$ cat config.mk
export PLATFORM = sky130hd
export DESIGN_NAME = pc_fetch_sequencer_flat
export DESIGN_NICKNAME = d
export VERILOG_FILES = /design/src/rtl/pc_fetch_sequencer_if.sv /design/src/rtl/pc_fetch_sequencer.sv /design/src/flat_wrapper.sv
export SDC_FILE = /design/constraint.sdc
export NUM_CORES = 1
export LEC_CHECK = 0
export BUFFER_PORTS_ARGS = -buffer_cell sky130_fd_sc_hd__buf_2
export CAP_MARGIN = 20
export CORE_MARGIN = 3
export CORE_UTILIZATION = 51
export CTS_BUF_LIST = sky130_fd_sc_hd__clkbuf_8
export DETAILED_ROUTE_END_ITERATION = 12
export GPL_ROUTABILITY_DRIVEN = 0
export GPL_TIMING_DRIVEN = 0
export PLACE_DENSITY = 0.83
export SLEW_MARGIN = 10
export SYNTH_ARGS = -nofsm -noshare
export SYNTH_HDL_FRONTEND = slang
export SYNTH_SLANG_ARGS = --single-unit
$ cat constraint.sdc
create_clock -name clk -period 3.4 [get_ports clk]
set_input_delay 0.17 -clock clk [delete_from_list [all_inputs] [get_ports clk]]
set_output_delay 0.17 -clock clk [all_outputs]
set_load 0.01 [all_outputs]
$ cat src/rtl/pc_fetch_sequencer_if.sv
`default_nettype none
// ============================================================================
// Module      : pc_fetch_sequencer_if
// Description : Instruction-memory request/grant/response bus and fetched
//               instruction valid/ready bus for the fetch sequencer.
// Revision    : 1.0 - initial release
// ============================================================================
interface pc_fetch_sequencer_if;
    logic        imem_req;
    logic [31:0] imem_addr;
    logic        imem_gnt;
    logic        imem_rvalid;
    logic [31:0] imem_rdata;
    logic        inst_valid;
    logic [31:0] inst;
    logic [31:0] inst_pc;
    logic        inst_ready;

    modport master (
        output imem_req,
        output imem_addr,
        input  imem_gnt,
        input  imem_rvalid,
        input  imem_rdata,
        output inst_valid,
        output inst,
        output inst_pc,
        input  inst_ready
    );

    modport slave (
        input  imem_req,
        input  imem_addr,
        output imem_gnt,
        output imem_rvalid,
        output imem_rdata,
        input  inst_valid,
        input  inst,
        input  inst_pc,
        output inst_ready
    );
endinterface
`default_nettype wire

$ cat src/rtl/pc_fetch_sequencer.sv
`default_nettype none
// ============================================================================
// Module      : pc_fetch_sequencer
// Description : PC register, branch/jump/jr target selection and a single-
//               outstanding instruction fetch with a one-entry output buffer.
// Revision    : 1.0 - initial release
// ============================================================================
module pc_fetch_sequencer #(
    parameter logic [31:0] RESET_VECTOR = 32'h0000_0000
) (
    input  logic                        clk,
    input  logic                        rst_n,
    input  logic                        stall,
    input  logic                        branch_taken,
    input  logic [31:0]                 branch_offset,
    input  logic [31:0]                 redirect_pc4,
    input  logic                        jump,
    input  logic [25:0]                 jump_index,
    input  logic                        jr,
    input  logic [31:0]                 jr_target,
    pc_fetch_sequencer_if.master        bus,
    output logic [31:0]                 pc,
    output logic                        misalign_err
);

    localparam logic [31:0] c_ALIGN_MASK = 32'hFFFF_FFFC;
    localparam logic [31:0] c_PC_STEP    = 32'd4;

    typedef enum logic [1:0] {
        C_IDLE = 2'd0,
        C_REQ  = 2'd1,
        C_WAIT = 2'd2,
        C_HOLD = 2'd3
    } state_t;

    state_t      r_state_q, w_state_d;
    logic [31:0] r_pc_q, w_pc_d;
    logic [31:0] r_addr_q, w_addr_d;
    logic [31:0] r_inst_q, w_inst_d;
    logic [31:0] r_inst_pc_q, w_inst_pc_d;
    logic        r_inst_valid_q, w_inst_valid_d;
    logic        r_kill_q, w_kill_d;
    logic        r_misalign_q, w_misalign_d;

    logic        w_redirect;
    logic [31:0] w_target;
    logic        w_buf_free;
    logic        w_req;
    logic        w_fire;

    always_comb begin
        w_redirect = jr | jump | branch_taken;
        if (jr) begin
            w_target = jr_target;
        end else if (jump) begin
            w_target = {redirect_pc4[31:28], jump_index, 2'b00};
        end else begin
            w_target = redirect_pc4 + branch_offset;
        end
    end

    // A request is only issued once the buffer can take its response, so the
    // response can never collide with an unaccepted entry.
    assign w_buf_free = !r_inst_valid_q || bus.inst_ready;
    assign w_req      = (r_state_q == C_REQ) && !stall && w_buf_free;
    assign w_fire     = w_req && bus.imem_gnt;

    always_comb begin
        w_state_d      = r_state_q;
        w_pc_d         = r_pc_q;
        w_addr_d       = r_addr_q;
        w_inst_d       = r_inst_q;
        w_inst_pc_d    = r_inst_pc_q;
        w_inst_valid_d = r_inst_valid_q && !bus.inst_ready;
        w_kill_d       = r_kill_q;
        w_misalign_d   = r_misalign_q;

        if (w_redirect) begin
            w_pc_d         = w_target & c_ALIGN_MASK;
            w_inst_valid_d = 1'b0;
            if (w_target[1:0] != 2'b00) begin
                w_misalign_d = 1'b1;
            end
        end

        case (r_state_q)
            C_IDLE: begin
                w_state_d = C_REQ;
            end
            C_REQ: begin
                if (w_fire) begin
                    w_addr_d  = r_pc_q;
                    w_state_d = C_WAIT;
                    if (w_redirect) begin
                        w_kill_d = 1'b1;
                    end else begin
                        w_pc_d = r_pc_q + c_PC_STEP;
                    end
                end
            end
            C_WAIT: begin
                if (bus.imem_rvalid) begin
                    // A redirect arriving with the response discards it directly.
                    w_kill_d = 1'b0;
                    if (!r_kill_q && !w_redirect) begin
                        w_inst_d       = bus.imem_rdata;
                        w_inst_pc_d    = r_addr_q;
                        w_inst_valid_d = 1'b1;
                    end
                    w_state_d = stall ? C_HOLD : C_REQ;
                end else if (w_redirect) begin
                    w_kill_d = 1'b1;
                end
            end
            C_HOLD: begin
                if (!stall && w_buf_free) begin
                    w_state_d = C_REQ;
                end
            end
            default: begin
                w_state_d = C_IDLE;
            end
        endcase
    end

    always_ff @(posedge clk) begin
        if (!rst_n) begin
            r_state_q      <= C_IDLE;
            r_pc_q         <= RESET_VECTOR;
            r_addr_q       <= 32'h0;
            r_inst_q       <= 32'h0;
            r_inst_pc_q    <= 32'h0;
            r_inst_valid_q <= 1'b0;
            r_kill_q       <= 1'b0;
            r_misalign_q   <= 1'b0;
        end else begin
            r_state_q      <= w_state_d;
            r_pc_q         <= w_pc_d;
            r_addr_q       <= w_addr_d;
            r_inst_q       <= w_inst_d;
            r_inst_pc_q    <= w_inst_pc_d;
            r_inst_valid_q <= w_inst_valid_d;
            r_kill_q       <= w_kill_d;
            r_misalign_q   <= w_misalign_d;
        end
    end

    assign bus.imem_req   = w_req;
    assign bus.imem_addr  = r_pc_q;
    assign bus.inst_valid = r_inst_valid_q;
    assign bus.inst       = r_inst_q;
    assign bus.inst_pc    = r_inst_pc_q;
    assign pc             = r_pc_q;
    assign misalign_err   = r_misalign_q;

endmodule
`default_nettype wire

$ cat src/flat_wrapper.sv
// flat-port wrapper written by rule: the top's interface ports become plain ports
module pc_fetch_sequencer_flat 
#(
    parameter logic [31:0] RESET_VECTOR = 32'h0000_0000
)
  (clk, rst_n, stall, branch_taken, branch_offset, redirect_pc4, jump, jump_index, jr, jr_target, pc, misalign_err, bus_imem_req, bus_imem_addr, bus_imem_gnt, bus_imem_rvalid, bus_imem_rdata, bus_inst_valid, bus_inst, bus_inst_pc, bus_inst_ready);
  pc_fetch_sequencer_if bus_i ();
  input  logic clk;
  input  logic rst_n;
  input  logic stall;
  input  logic branch_taken;
  input  logic [31:0] branch_offset;
  input  logic [31:0] redirect_pc4;
  input  logic jump;
  input  logic [25:0] jump_index;
  input  logic jr;
  input  logic [31:0] jr_target;
  output logic [31:0] pc;
  output logic misalign_err;
  output wire logic [$bits(bus_i.imem_req)-1:0] bus_imem_req;
  output wire logic [$bits(bus_i.imem_addr)-1:0] bus_imem_addr;
  input wire logic [$bits(bus_i.imem_gnt)-1:0] bus_imem_gnt;
  input wire logic [$bits(bus_i.imem_rvalid)-1:0] bus_imem_rvalid;
  input wire logic [$bits(bus_i.imem_rdata)-1:0] bus_imem_rdata;
  output wire logic [$bits(bus_i.inst_valid)-1:0] bus_inst_valid;
  output wire logic [$bits(bus_i.inst)-1:0] bus_inst;
  output wire logic [$bits(bus_i.inst_pc)-1:0] bus_inst_pc;
  input wire logic [$bits(bus_i.inst_ready)-1:0] bus_inst_ready;
  assign bus_imem_req = bus_i.imem_req;
  assign bus_imem_addr = bus_i.imem_addr;
  assign bus_i.imem_gnt = bus_imem_gnt;
  assign bus_i.imem_rvalid = bus_imem_rvalid;
  assign bus_i.imem_rdata = bus_imem_rdata;
  assign bus_inst_valid = bus_i.inst_valid;
  assign bus_inst = bus_i.inst;
  assign bus_inst_pc = bus_i.inst_pc;
  assign bus_i.inst_ready = bus_inst_ready;
  pc_fetch_sequencer #(.RESET_VECTOR(RESET_VECTOR)) u_core (.clk(clk), .rst_n(rst_n), .stall(stall), .branch_taken(branch_taken), .branch_offset(branch_offset), .redirect_pc4(redirect_pc4), .jump(jump), .jump_index(jump_index), .jr(jr), .jr_target(jr_target), .bus(bus_i), .pc(pc), .misalign_err(misalign_err));
endmodule
==> reports/metrics.csv <==
metric;value;unit
share of cells above drive strength 1;28.9;%
initial antenna violation count;0;
Die Span X;128;µm
Post-DP HPWL;19.6;mm
Synth async-reset ratio;0;%
flops & latches, synth;133;
WP data required;3700;ps
Core ar.;0.0142;mm²
first-pass GRT wire length;39.8;mm
fillers;1233;
Crit Path Class;reg2reg;
Cells after Synth;970;
Worst IR Drop VDD;0.000237;V
buffer count from post-CTS setup fixing;0;
Post-CTS Resized;0;
CP endpoint kind;flip-flop;
standard-cell rows;43;
CTS tree;done;
Avg Inst Size Synth;7.79;µm²
worst r2r path cells;11;
Post-Synth Simple-Gate Area;19.9;%
most common cell after layout, fill and taps aside;buf_2;
global route overflow;0;
largest family of logic cells by synthesized area;compound AO/OA/AOI/OAI gates;
final setup fails;0;
DIE AREA;0.0163;mm²
leakage;4.51;nW
fin crit period;2900;ps
Vert. Die Dim;128;µm
vias per cell;5.47;
Synth Net Count;1170;
Netlist cell types;70;
total clock sinks;133;
TritonRoute pass-1 iters;5;
Worst Path Arrival;3200;ps
Fin. Hold Viols;0;
Boundary Pins;294;
hold depth;3;
fmax;0.345;GHz
status;completed;
Area Growth Syn to Fin;32.4;%
Post-Synth XOR/XNOR Area;6.26;%
TritonCTS buffer count;17;
sequential standard cell area;0.00266;mm²
dpl ws;372;ps
crit share post-route;85.3;%
DRC Markers;0;
synthesis warning total;0;
Worst-Margin Slew;715;ps
Synth Cell Area;0.00755;mm²
type of origin of the critical path;flip-flop;
EDFF count, synth;0;
final slew viol count;0;
clock root cell;clkbuf_8;
number of global-route vias before repair;8055;
Initial Utilization;53.2;%
clock latency at the later pin of the worst-skew pair;430;ps
IO buf count;293;
final setup TNS;0;ps
PwrDens;392;mW/mm²
Final Net Count;1518;
H-tree Lvls;4;
drt initial violations;476;
sequential-to-total area share from yosys stat;35.3;%
largest net degree at the start of global routing;17;
Hold WC Path Type;in2reg;
Rel. slew slack;52.0;%
critical path fanouts, max;6;
post-route ant nets;0;
compound-cell area share of the yosys netlist;24.2;%
most frequent cells in the layout;buf_2 (294), nand2_1 (237), a21oi_1 (140), dfxtp_1 (133), clkbuf_1 (52);
gr usage total;30.5;%
max_cap viols;0;
total power;0.00392;W
n_diodes;0;
WL final;25.6;mm
Final Worst Setup Slack;501;ps
RSZ-0062 raised after global routing;false;
area occupied by multi-input gates;0.00434;mm²
Clock transition at path regs;80;ps
WL/cell;17.0;µm
mux cell area share after synthesis;0.861;%
clk_skew;13.6;ps
Main synth FF type;dfxtp_1;
fraction of the mapped netlist area in adder cells;6.23;%
CTS max path bufs;2;
Final Core Density;70.4;%
via count;8258;
cell families after synthesis:
family / after synthesis
buffers and inverters: 105
adder cells (fa/ha/maj): 37
AND/OR/NAND/NOR: 353
AO/OA/AOI/OAI: 282
XOR/XNOR: 54
multiplexers: 6
flip-flops: 133
final timing paths:
check | start | endpoint | slack (ps)
max | u_core.r_state_q[0]$_SDFFE_PN0P_ | u_core.bus.imem_addr[25]$_SDFF_PN0_ | 500
min | jr_target[2] | u_core.bus.imem_addr[2]$_SDFF_PN0_ | 20
max reg2reg | u_core.r_state_q[0]$_SDFFE_PN0P_ | u_core.bus.imem_addr[25]$_SDFF_PN0_ | 500
min reg2reg | u_core.r_addr_q[22]$_SDFFE_PN0P_ | u_core.bus.inst_pc[22]$_SDFFE_PN0P_ | 440
sequential cells by signal, indices dropped and copies added (netlist names):
register,flops
u_core.bus.inst_valid,1
u_core.r_addr_q,32
u_core.bus.inst,32
u_core.bus.imem_addr,32
u_core.bus.inst_pc,32
u_core.misalign_err,1
u_core.r_kill_q,1
u_core.r_state_q,2
metrics by stage:
stage | instance area (µm²) | hold WS [ps] | cells
after global placement | 9240 | 404 | 1443
after floorplan | 7550 | 306 | 970
after CTS | 10000 | 0.826 | 1511
after global routing | 10000 | 1.89 | 1511
after detailed placement | 9250 | 404 | 1444
final | 10000 | 21.8 | 1511
area by class of cell:
class,instances,share of cell area [%]
clock buffer,18,2.48
multi-input combinational,732,43.4
sequential,133,26.6
timing repair buffer,329,18.2
clock inverter,14,1.51
tap,180,2.25
buffer,90,4.93
inverter,15,0.563
synthesized netlist by cell type, drive strengths merged (4+ instances only):
cell type	instances	area [µm²]
nand2	237	890
a21oi	142	718
dfxtp	133	2660
clkbuf	56	241
nor2	42	158
ha	36	450
buf	34	251
xnor2	31	272
o21ai	27	139
xor2	23	201
a21o	18	136
nand3	17	90.1
o221ai	15	131
and3	14	90.1
inv	14	52.6
a221oi	10	87.6
nand4	10	62.6
o22ai	9	70.1
a211oi	8	60.1
o211ai	7	52.6
a31oi	6	37.5
nor3	6	35.0
mux2i	5	50.1
nor2b	5	31.3
o21a	5	37.5
o31ai	5	47.5
a22oi	4	30.0
and2	4	26.3
nand2b	4	25.0
o21bai	4	30.0
or3	4	25.0
power breakdown:
part	switching, W	leakage, nW	internal [W]
Clock	0.000650	0.206	0.000679
Sequential	0.0000789	1.08	0.00161
Combinational	0.000489	3.23	0.000416
worst max-delay path, cell delays in order, from the launching register on:
cell	delay [ps]
dfxtp_1	410
ha_1	240
nand2_1	80
nor3_2	340
and3_1	310
and3_1	180
clkbuf_1	300
nand2_1	220
nor2_1	160
xor2_1	90
a222oi_1	310
o22ai_1	110
what timing repair did:
action / in CTS / in global routing
hold buffers: 35 / 0
endpoints found under the hold margin: 35 / 0
setup endpoints to repair: 0 / 0
metal layers:
| metal | up-vias | track usage (%) | wire length [µm] | share of wire (%) |
|---|---|---|---|---|
| met3 | 55 | 7.67 | 2190 | 8.6 |
| met5 | - | 0 | 0 | 0 |
| met4 | 0 | 10.7 | 718 | 2.8 |
| met1 | 3746 | 35.9 | 10200 | 40 |
| li1 | 4071 | - | - | - |
| met2 | 386 | 53.8 | 12500 | 49 |
(Power assumes the default switching activity.)
